**config.mk**
```make
export PLATFORM = sky130hd
export DESIGN_NAME = pc_sequencer
export DESIGN_NICKNAME = d
export VERILOG_FILES = /design/src/rtl/pc_sequencer.sv
export SDC_FILE = /design/constraint.sdc
export NUM_CORES = 1
export LEC_CHECK = 0
export BUFFER_PORTS_ARGS = -buffer_cell sky130_fd_sc_hd__buf_4
export CORE_AREA = 2 2 95 97
export DETAILED_ROUTE_END_ITERATION = 6
export DIE_AREA = 0 0 97 99
export GPL_TIMING_DRIVEN = 0
export MAX_ROUTING_LAYER = met4
export PLACE_DENSITY = 0.75
export SKIP_LAST_GASP = 1
export SLEW_MARGIN = 10
export SYNTH_ARGS = -nofsm -noshare
export SYNTH_HDL_FRONTEND = slang
export SYNTH_SLANG_ARGS = --single-unit
```
**constraint.sdc**
```tcl
create_clock -name clk -period 2.3 [get_ports clk]
set_input_delay 0.115 -clock clk [delete_from_list [all_inputs] [get_ports clk]]
set_output_delay 0.115 -clock clk [all_outputs]
set_load 0.005 [all_outputs]
```
**src/rtl/pc_sequencer.sv**
```systemverilog
// Fetch program-counter sequencer: sequential fetch, stall hold, branch/jump/rti
// redirects with a fixed flush window, level interrupt entry and a halt state.
module pc_sequencer #(
  parameter logic [31:0] RESET_PC     = 32'h0000_0000,
  parameter logic [31:0] IRQ_VECTOR   = 32'h0000_0100,
  parameter int unsigned FLUSH_CYCLES = 2
) (
  input  logic        clk,
  input  logic        clr,
  input  logic        stall,
  input  logic        branch_taken,
  input  logic [31:0] branch_target,
  input  logic        jump,
  input  logic [31:0] jump_target,
  input  logic        rti,
  input  logic        irq,
  input  logic        halt,
  output logic [31:0] pc,
  output logic        pc_en,
  output logic        flush,
  output logic        irq_ack,
  output logic [31:0] epc
);

  typedef enum logic [1:0] {
    StRun    = 2'd0,
    StFlush  = 2'd1,
    StHalted = 2'd2
  } state_e;

  localparam logic [2:0] CntInit = 3'(FLUSH_CYCLES - 1);

  state_e      state_q, state_d;
  logic [31:0] pc_q, pc_d;
  logic [31:0] epc_q, epc_d;
  logic [2:0]  cnt_q, cnt_d;
  logic        ie_q, ie_d;
  logic        irq_ack_q, irq_ack_d;

  logic        redirect;
  logic [31:0] redirect_target;
  logic        irq_ok;

  assign redirect        = branch_taken | jump | rti;
  assign redirect_target = branch_taken ? branch_target :
                           jump         ? jump_target   : epc_q;
  assign irq_ok          = irq & ie_q;

  // Fetch-side outputs decoded from current state; clr forces them quiet.
  always_comb begin
    pc_en = (state_q == StRun) & ~stall & ~clr;
    flush = (state_q == StFlush) & ~clr;
  end

  assign pc      = pc_q;
  assign epc     = epc_q;
  assign irq_ack = irq_ack_q;

  // Next-state selection: clr, then redirect, then per-state behaviour.
  always_comb begin
    state_d   = state_q;
    pc_d      = pc_q;
    epc_d     = epc_q;
    cnt_d     = cnt_q;
    ie_d      = ie_q;
    irq_ack_d = 1'b0;

    if (clr) begin
      state_d = StRun;
      pc_d    = RESET_PC;
      epc_d   = 32'h0;
      cnt_d   = 3'd0;
      ie_d    = 1'b1;
    end else if (redirect) begin
      state_d = StFlush;
      pc_d    = redirect_target;
      cnt_d   = CntInit;
      // A branch or jump in the same cycle wins the target, so rti is not returning.
      if (rti && !branch_taken && !jump) begin
        ie_d = 1'b1;
      end
    end else begin
      unique case (state_q)
        StRun: begin
          if (irq_ok) begin
            state_d   = StFlush;
            epc_d     = pc_q;
            pc_d      = IRQ_VECTOR;
            cnt_d     = CntInit;
            ie_d      = 1'b0;
            irq_ack_d = 1'b1;
          end else if (halt && !stall) begin
            state_d = StHalted;
          end else if (!stall) begin
            pc_d = pc_q + 32'd1;
          end
        end
        StFlush: begin
          if (cnt_q == 3'd0) begin
            state_d = StRun;
          end else begin
            cnt_d = cnt_q - 3'd1;
          end
        end
        StHalted: begin
          if (irq_ok) begin
            state_d   = StFlush;
            epc_d     = pc_q;
            pc_d      = IRQ_VECTOR;
            cnt_d     = CntInit;
            ie_d      = 1'b0;
            irq_ack_d = 1'b1;
          end
        end
        default: begin
          state_d = StRun;
        end
      endcase
    end
  end

  // State register; reset values come through the clr branch above.
  always_ff @(posedge clk) begin
    state_q   <= state_d;
    pc_q      <= pc_d;
    epc_q     <= epc_d;
    cnt_q     <= cnt_d;
    ie_q      <= ie_d;
    irq_ack_q <= irq_ack_d;
  end

endmodule

```
==> results.toml, run 1 <==
[clock_network]
cts_tree = "built"
max-clock-path-buffers = 2
h-tree-depth = 3
cts_sinks = 71
cts_buffers = 9
root_buffer = "clkbuf_8"
path_clk_slew_ns = 0.09
clk_latency_ns = 0.36

[yosys]
netlist_area_sq_mm = 0.00422
synthesis.instances = 590
ys_seq_area_frac = 0.336
synth_ff_type = "dfxtp_1"
yosysWarnings = 0
synth-seq-cells = 71
async_flop_share = 0
avgSynthCellArea_sq_um = 7.16
synth_cell_types = 50
synth_edf_count = 0
synth_fp_nets = 666

[sta]
rsz0062_at_grt = "false"
fmax_ghz = 0.442
finalCritPeriodShare = 0.985
worst_pin_slew_ns = 0.700
min_period_ns = 2.26
setup_viol = 0
max_slew_margin = 0.534
fin_skew_ns = 0.0117
slew_violations = 0
finalHoldViolCount = 0

[die]
num_io_pins = 139
die-height_microns = 99
row_count = 34
die_w_microns = 97
start_util = 0.494
core_sq_mm = 0.00855
die_area_sq_mm = 0.00960

[finish]
design_area_sq_mm = 0.00562
diodes = 0
fill_cells = 795
nets = 814
final_layout_size_suffix_gt1_frac = 0.234
layout_common_cells = "buf_4, nand2_1, a21oi_1, dfxtp_1, o21ai_0"
area_growth_pct = 33.1
final_util = 0.657
final_common_cell = "buf_4"

[hold_path]
min_to = "pc[31]"
hold_start = "branch_target[31]"
hp-class = "input pin to flip-flop"
hold_depth = 3

[power_and_ir_drop]
p_int_mw = 2.03
p_per_area_mw_per_mm2 = 515
leakage_nw = 2.26
irDropWorstVdd_v = 0.000311
power.share.clock = 0.360
swShare = 0.298
p_seq_frac = 0.469
combPwrFrac = 0.170
power.switching_mw = 0.861

[routing]
drtIter0Drc = 604
ant_nets = 0
drt-total-wl_mm = 16.8
dr.pass1.iters = 5
drcViolationCount = 0
vias_per_cell = 6.31
vias = 5367
wl_per_cell_microns = 19.7

[setup_path]
worstPathRequired_ns = 2.52
reg2reg_from = "state_q[0]"
worstSetupPathType = "flip-flop to flip-flop"
crit_path_end_kind = "flip-flop"
crit_path_start_kind = "flip-flop"
rr_worst_depth = 6
crit_arrival_ns = 2.48
r2r-end = "pc[21]"
reg2reg_slack_ns = 0.04
crit_fanout = 10

[place]
io_buffers = 136
place_congestion = 0.958
place_area_sq_mm = 0.00538
dp_hpwl_mm = 12.6

[global_routing]
grt_pass1_wl_mm = 26.0
grt_overflow = 0
grt_pass1_vias = 4894
antenna_found_initial = 0
gr-usage-all-layers = 0.350
grt_max_degree = 13

[run]
max_cap_viol_count = 0

[status]
status = "finished clean"
[synth_stat cells (2+ instances only)]
library cell | number | area, sq um
nor4b_1 | 4 | 35.0
nor2b_1 | 3 | 18.8
and3_1 | 9 | 56.3
and2_1 | 4 | 25.0
nor4_1 | 11 | 68.8
or4_1 | 3 | 22.5
nand3b_1 | 15 | 113
nand2_1 | 118 | 443
o21ai_0 | 45 | 225
and4b_1 | 2 | 20.0
o21a_1 | 3 | 22.5
buf_2 | 8 | 40.0
a211o_1 | 2 | 17.5
nand4_1 | 12 | 75.1
nor3_1 | 15 | 75.1
a221o_1 | 2 | 20.0
inv_1 | 4 | 15.0
ha_1 | 4 | 50.1
nand3_1 | 19 | 95.1
nor3b_1 | 3 | 22.5
o31ai_1 | 3 | 22.5
a221oi_1 | 10 | 87.6
and4_1 | 5 | 43.8
nand2b_1 | 4 | 25.0
nor2_1 | 24 | 90.1
o22ai_1 | 8 | 50.1
and3b_1 | 17 | 149
mux2i_1 | 7 | 70.1
dfxtp_1 | 71 | 1420
a211oi_1 | 2 | 15.0
a21oi_1 | 96 | 480
clkbuf_1 | 38 | 143
a31oi_1 | 2 | 12.5
[sequential cells by signal, summed over array words and instances (netlist names)]
| register | cells |
|---|---|
| state_q | 2 |
| irq_ack | 1 |
| pc | 32 |
| epc | 32 |
| cnt_q | 3 |
| ie_q | 1 |
[worst max-delay path, cell delays in order, from the launching register on]
cell	delay, ns
dfxtp_1	0.37
or4_4	0.58
and3_4	0.22
buf_2	0.20
buf_2	0.23
a221oi_1	0.39
o22ai_1	0.14
[cell families after synthesis]
| group | Yosys count | share of synthesized area |
|---|---|---|
| adder cells (fa/ha/maj) | 4 | 0.0118 |
| AO/OA/AOI/OAI | 180 | 0.240 |
| flip-flops | 71 | 0.336 |
| buffers and inverters | 51 | 0.0477 |
| AND/OR/NAND/NOR | 275 | 0.343 |
| XOR/XNOR | 1 | 0.00207 |
| multiplexers | 8 | 0.0193 |
[cell type report]
cell class                      count  area, sq um  area share
Inverter                            4         15.0     0.00267
Clock inverter                      6         60.1      0.0107
Sequential cell                    71         1430       0.254
Tap cell                          108          135      0.0240
Timing Repair Buffer              137         1030       0.183
Multi-Input combinational cell    468         2630       0.468
Buffer                             47          186      0.0332
Clock buffer                       10          138      0.0245
[through the flow]
step	TNS, ns	std cells	power [mW]	worst slack (ns)	hold slack (ns)
global route	0	851	2.99	0.00729	0.0595
floorplan	0	590	1.59	0.326	0.264
global placement	-0.0439	834	1.85	-0.0439	0.406
finish	0	851	2.89	0.0354	0.0475
CTS	0	850	2.87	0.0155	0.0472
detailed placement	-0.0647	834	1.86	-0.0647	0.414
[metal layers]
layer  part of all wire  global-route usage  up-vias
li1                   -                   -     2435
met1               0.41               0.488     2501
met2               0.45               0.524      397
met3               0.12              0.0532       34
met4              0.020               0.111        0
met5                  0                   -        -
[worst max path at each step]
stage               startpoint  endpoint  slack (ns)
floorplan                pc[4]    pc[22]        0.33
global placement         pc[5]    pc[22]       -0.04
detailed placement       pc[4]    pc[22]       -0.06
CTS                      pc[4]    pc[22]        0.02
global route            pc[10]    pc[31]       0.007
finish              state_q[0]    pc[21]        0.04
[power by group through the flow]
stage | logic [mW] | clock network, mW | registers, mW
3_5_place_dp | 0.480 | 0 | 1.38
4_1_cts | 0.481 | 1.03 | 1.35
2_1_floorplan | 0.227 | 0 | 1.36
5_1_grt | 0.528 | 1.10 | 1.36
6_report | 0.492 | 1.04 | 1.36
3_3_place_gp | 0.472 | 0 | 1.38
[what timing repair did]
item / 4_1_cts / 5_1_grt
gates resized for setup: 1 / 7
setup endpoints to repair: 1 / 5
hold buffers: 0 / 0
buffers inserted: 0 / 1
pin swaps: 0 / 2
Note: power is estimated with default switching activity, not from simulation.
==> run 2, diff against run 1 <==
--- a/config.mk
+++ b/config.mk
@@ -5,13 +5,14 @@
 export SDC_FILE = /design/constraint.sdc
 export NUM_CORES = 1
 export LEC_CHECK = 0
+export ABC_AREA = 1
 export BUFFER_PORTS_ARGS = -buffer_cell sky130_fd_sc_hd__buf_4
 export CORE_AREA = 2 2 95 97
 export DETAILED_ROUTE_END_ITERATION = 6
 export DIE_AREA = 0 0 97 99
 export GPL_TIMING_DRIVEN = 0
 export MAX_ROUTING_LAYER = met4
-export PLACE_DENSITY = 0.75
+export PLACE_DENSITY = 0.77
 export SKIP_LAST_GASP = 1
 export SLEW_MARGIN = 10
 export SYNTH_ARGS = -nofsm -noshare
==> run 2 against run 1 <==
  * Global-route usage is 0.12 points lower
  * Die area stayed put
  * Worst hold slack better by 0.023 ns
  * Sequential power hardly changed
  * First-iteration DRC count is 36% lower
  * Count of clock-buffer cells in the layout is 1 higher
  * Sequential cell count stayed put
  * Clock skew is 0.0012 ns higher
  * Final area is 2.6% higher
  * Clock power is 11% higher
  * Sequential share of layout area is 0.72 points lower
  * Largest cell class unchanged
==> results.toml, run 2 <==
[status]
status = "finished clean"

[hold_path]
hp-class = "input pin to flip-flop"
hold_depth = 4

[yosys]
synth_most_common_cell = "nand2_1"
synth_top_area_cell = "dfxtp_1"
synthesis.instances = 697
synth_commonest_cells = "nand2_1, a21oi_1, o21ai_0"
synth_area_leaders = "dfxtp_1, a21oi_1, nand2_1"
ys_seq_area_frac = 0.325
avgSynthCellArea_sq_um = 6.27
netlist_area_sq_mm = 0.00437
synth-seq-cells = 71
synth_ff_type = "dfxtp_1"
synth_edf_count = 0
async_flop_share = 0
synth_cell_types = 32
yosysTopAreaCellShare = 0.325
synth_fp_nets = 773
yosysWarnings = 0

[global_routing]
grt_pass1_wl_mm = 26.0
antenna_found_initial = 0
grt_pass1_vias = 5143
grt_max_degree = 13
gr-usage-all-layers = 0.349
grt_overflow = 0

[sta]
setup_tns_ns = 0
slew_violations = 0
setup_viol = 0
whs_ns = 0.0706
min_period_ns = 1.86
max_slew_margin = 0.504
finalHoldViolCount = 0
fmax_ghz = 0.537
worst_pin_slew_ns = 0.744
fin_skew_ns = 0.0129
rsz0062_at_grt = "false"
fin_ws_ns = 0.437
finalCritPeriodShare = 0.810

[die]
die_area_sq_mm = 0.00960
die-height_microns = 99
num_io_pins = 139
core_sq_mm = 0.00855
row_count = 34
die_w_microns = 97
start_util = 0.511

[routing]
dr.pass1.iters = 7
drcViolationCount = 0
drt-total-wl_mm = 16.4
drtIter0Drc = 389
ant_nets = 0
wl_per_cell_microns = 17.1
vias_per_cell = 5.68
vias = 5450

[setup_path]
worstSetupPathType = "input pin to flip-flop"
crit_path_end_kind = "flip-flop"
crit_fanout = 10
worstPathRequired_ns = 2.59
rr_worst_depth = 7
crit_path_start_kind = "input pin"
crit_arrival_ns = 2.15

[place]
place_area_sq_mm = 0.00554
preCtsSetupSlack_ns = 0.535
dp_hpwl_mm = 12.3
io_buffers = 137
place_inst = 942
place_congestion = 0.977

[clock_network]
root_buffer = "clkbuf_8"
max-clock-path-buffers = 2
clk_latency_ns = 0.36
h-tree-depth = 3
cts_buffers = 9
cts_tree = "built"
cts_sinks = 71
cts_setup_buffers = 0
post_cts_resized = 0
path_clk_slew_ns = 0.08

[finish]
design_area_sq_mm = 0.00577
nets = 922
final_common_cell = "buf_4"
final_layout_size_suffix_gt1_frac = 0.226
diodes = 0
layout_common_cells = "buf_4, nand2_1, a21oi_1, o21ai_0, nor2_1"
final_util = 0.675
area_growth_pct = 31.9
instances_no_fill = 959

[power_and_ir_drop]
power.total_mw = 3.14
irDropWorstVdd_v = 0.000296
leakage_nw = 2.49
p_per_area_mw_per_mm2 = 544

[run]
max_cap_viol_count = 0
-- run 2: per-layer routing --
| layer | vias up | part of all wire | wire, microns | track usage |
|---|---|---|---|---|
| met4 | 0 | 0.027 | 450 | 0.153 |
| met5 | - | 0 | 0 | - |
| met2 | 320 | 0.45 | 7330 | 0.532 |
| li1 | 2624 | - | - | - |
| met3 | 39 | 0.10 | 1710 | 0.0681 |
| met1 | 2467 | 0.42 | 6950 | 0.451 |
-- run 2: path summary, 6_finish.rpt --
kind                             start         end  slack, ns
worst min register to register  epc[4]      epc[4]       0.47
worst max-delay path               clr     epc[30]       0.44
worst max register to register   pc[4]      pc[12]       0.46
worst min-delay path               irq  state_q[1]       0.07
-- run 2: where the power goes --
| part | internal (mW) | switching [mW] |
|---|---|---|
| sequential | 1.29 | 0.0958 |
| combinational | 0.278 | 0.315 |
| clock | 0.641 | 0.513 |
-- run 2: timing repair --
| action | CTS | global route |
|---|---|---|
| setup endpoints to repair | 0 | 0 |
| hold buffers | 1 | 0 |
| hold endpoints to repair | 2 | 0 |
-- run 2: final cells by class --
cell class	count	area, sq um
clock buffers	11	141
repair buffers	138	1040
multi-input cells	522	2500
flip-flops and latches	71	1420
plain buffers	37	191
clock inverters	5	81.3
fillers	785	2780
well taps	108	135
inverters	67	255
-- run 2: kinds of logic (layout without fill, tap and decap cells) --
family | count (synthesis) | in the layout | synth area share
simple gates | 280 | 280 | 0.278
flops | 71 | 71 | 0.325
compound gates | 235 | 235 | 0.277
fa+ha+maj | 4 | 4 | 0.0114
xor+xnor | 3 | 3 | 0.00601
buf+inv | 104 | 258 | 0.102
-- run 2: worst max-delay path: stages --
cell and delay, ns:
dlygate4sd3_1 0.54, buf_4 0.16, inv_1 0.08, clkbuf_1 0.39
clkbuf_1 0.52, o21ai_0 0.19, a21oi_1 0.15
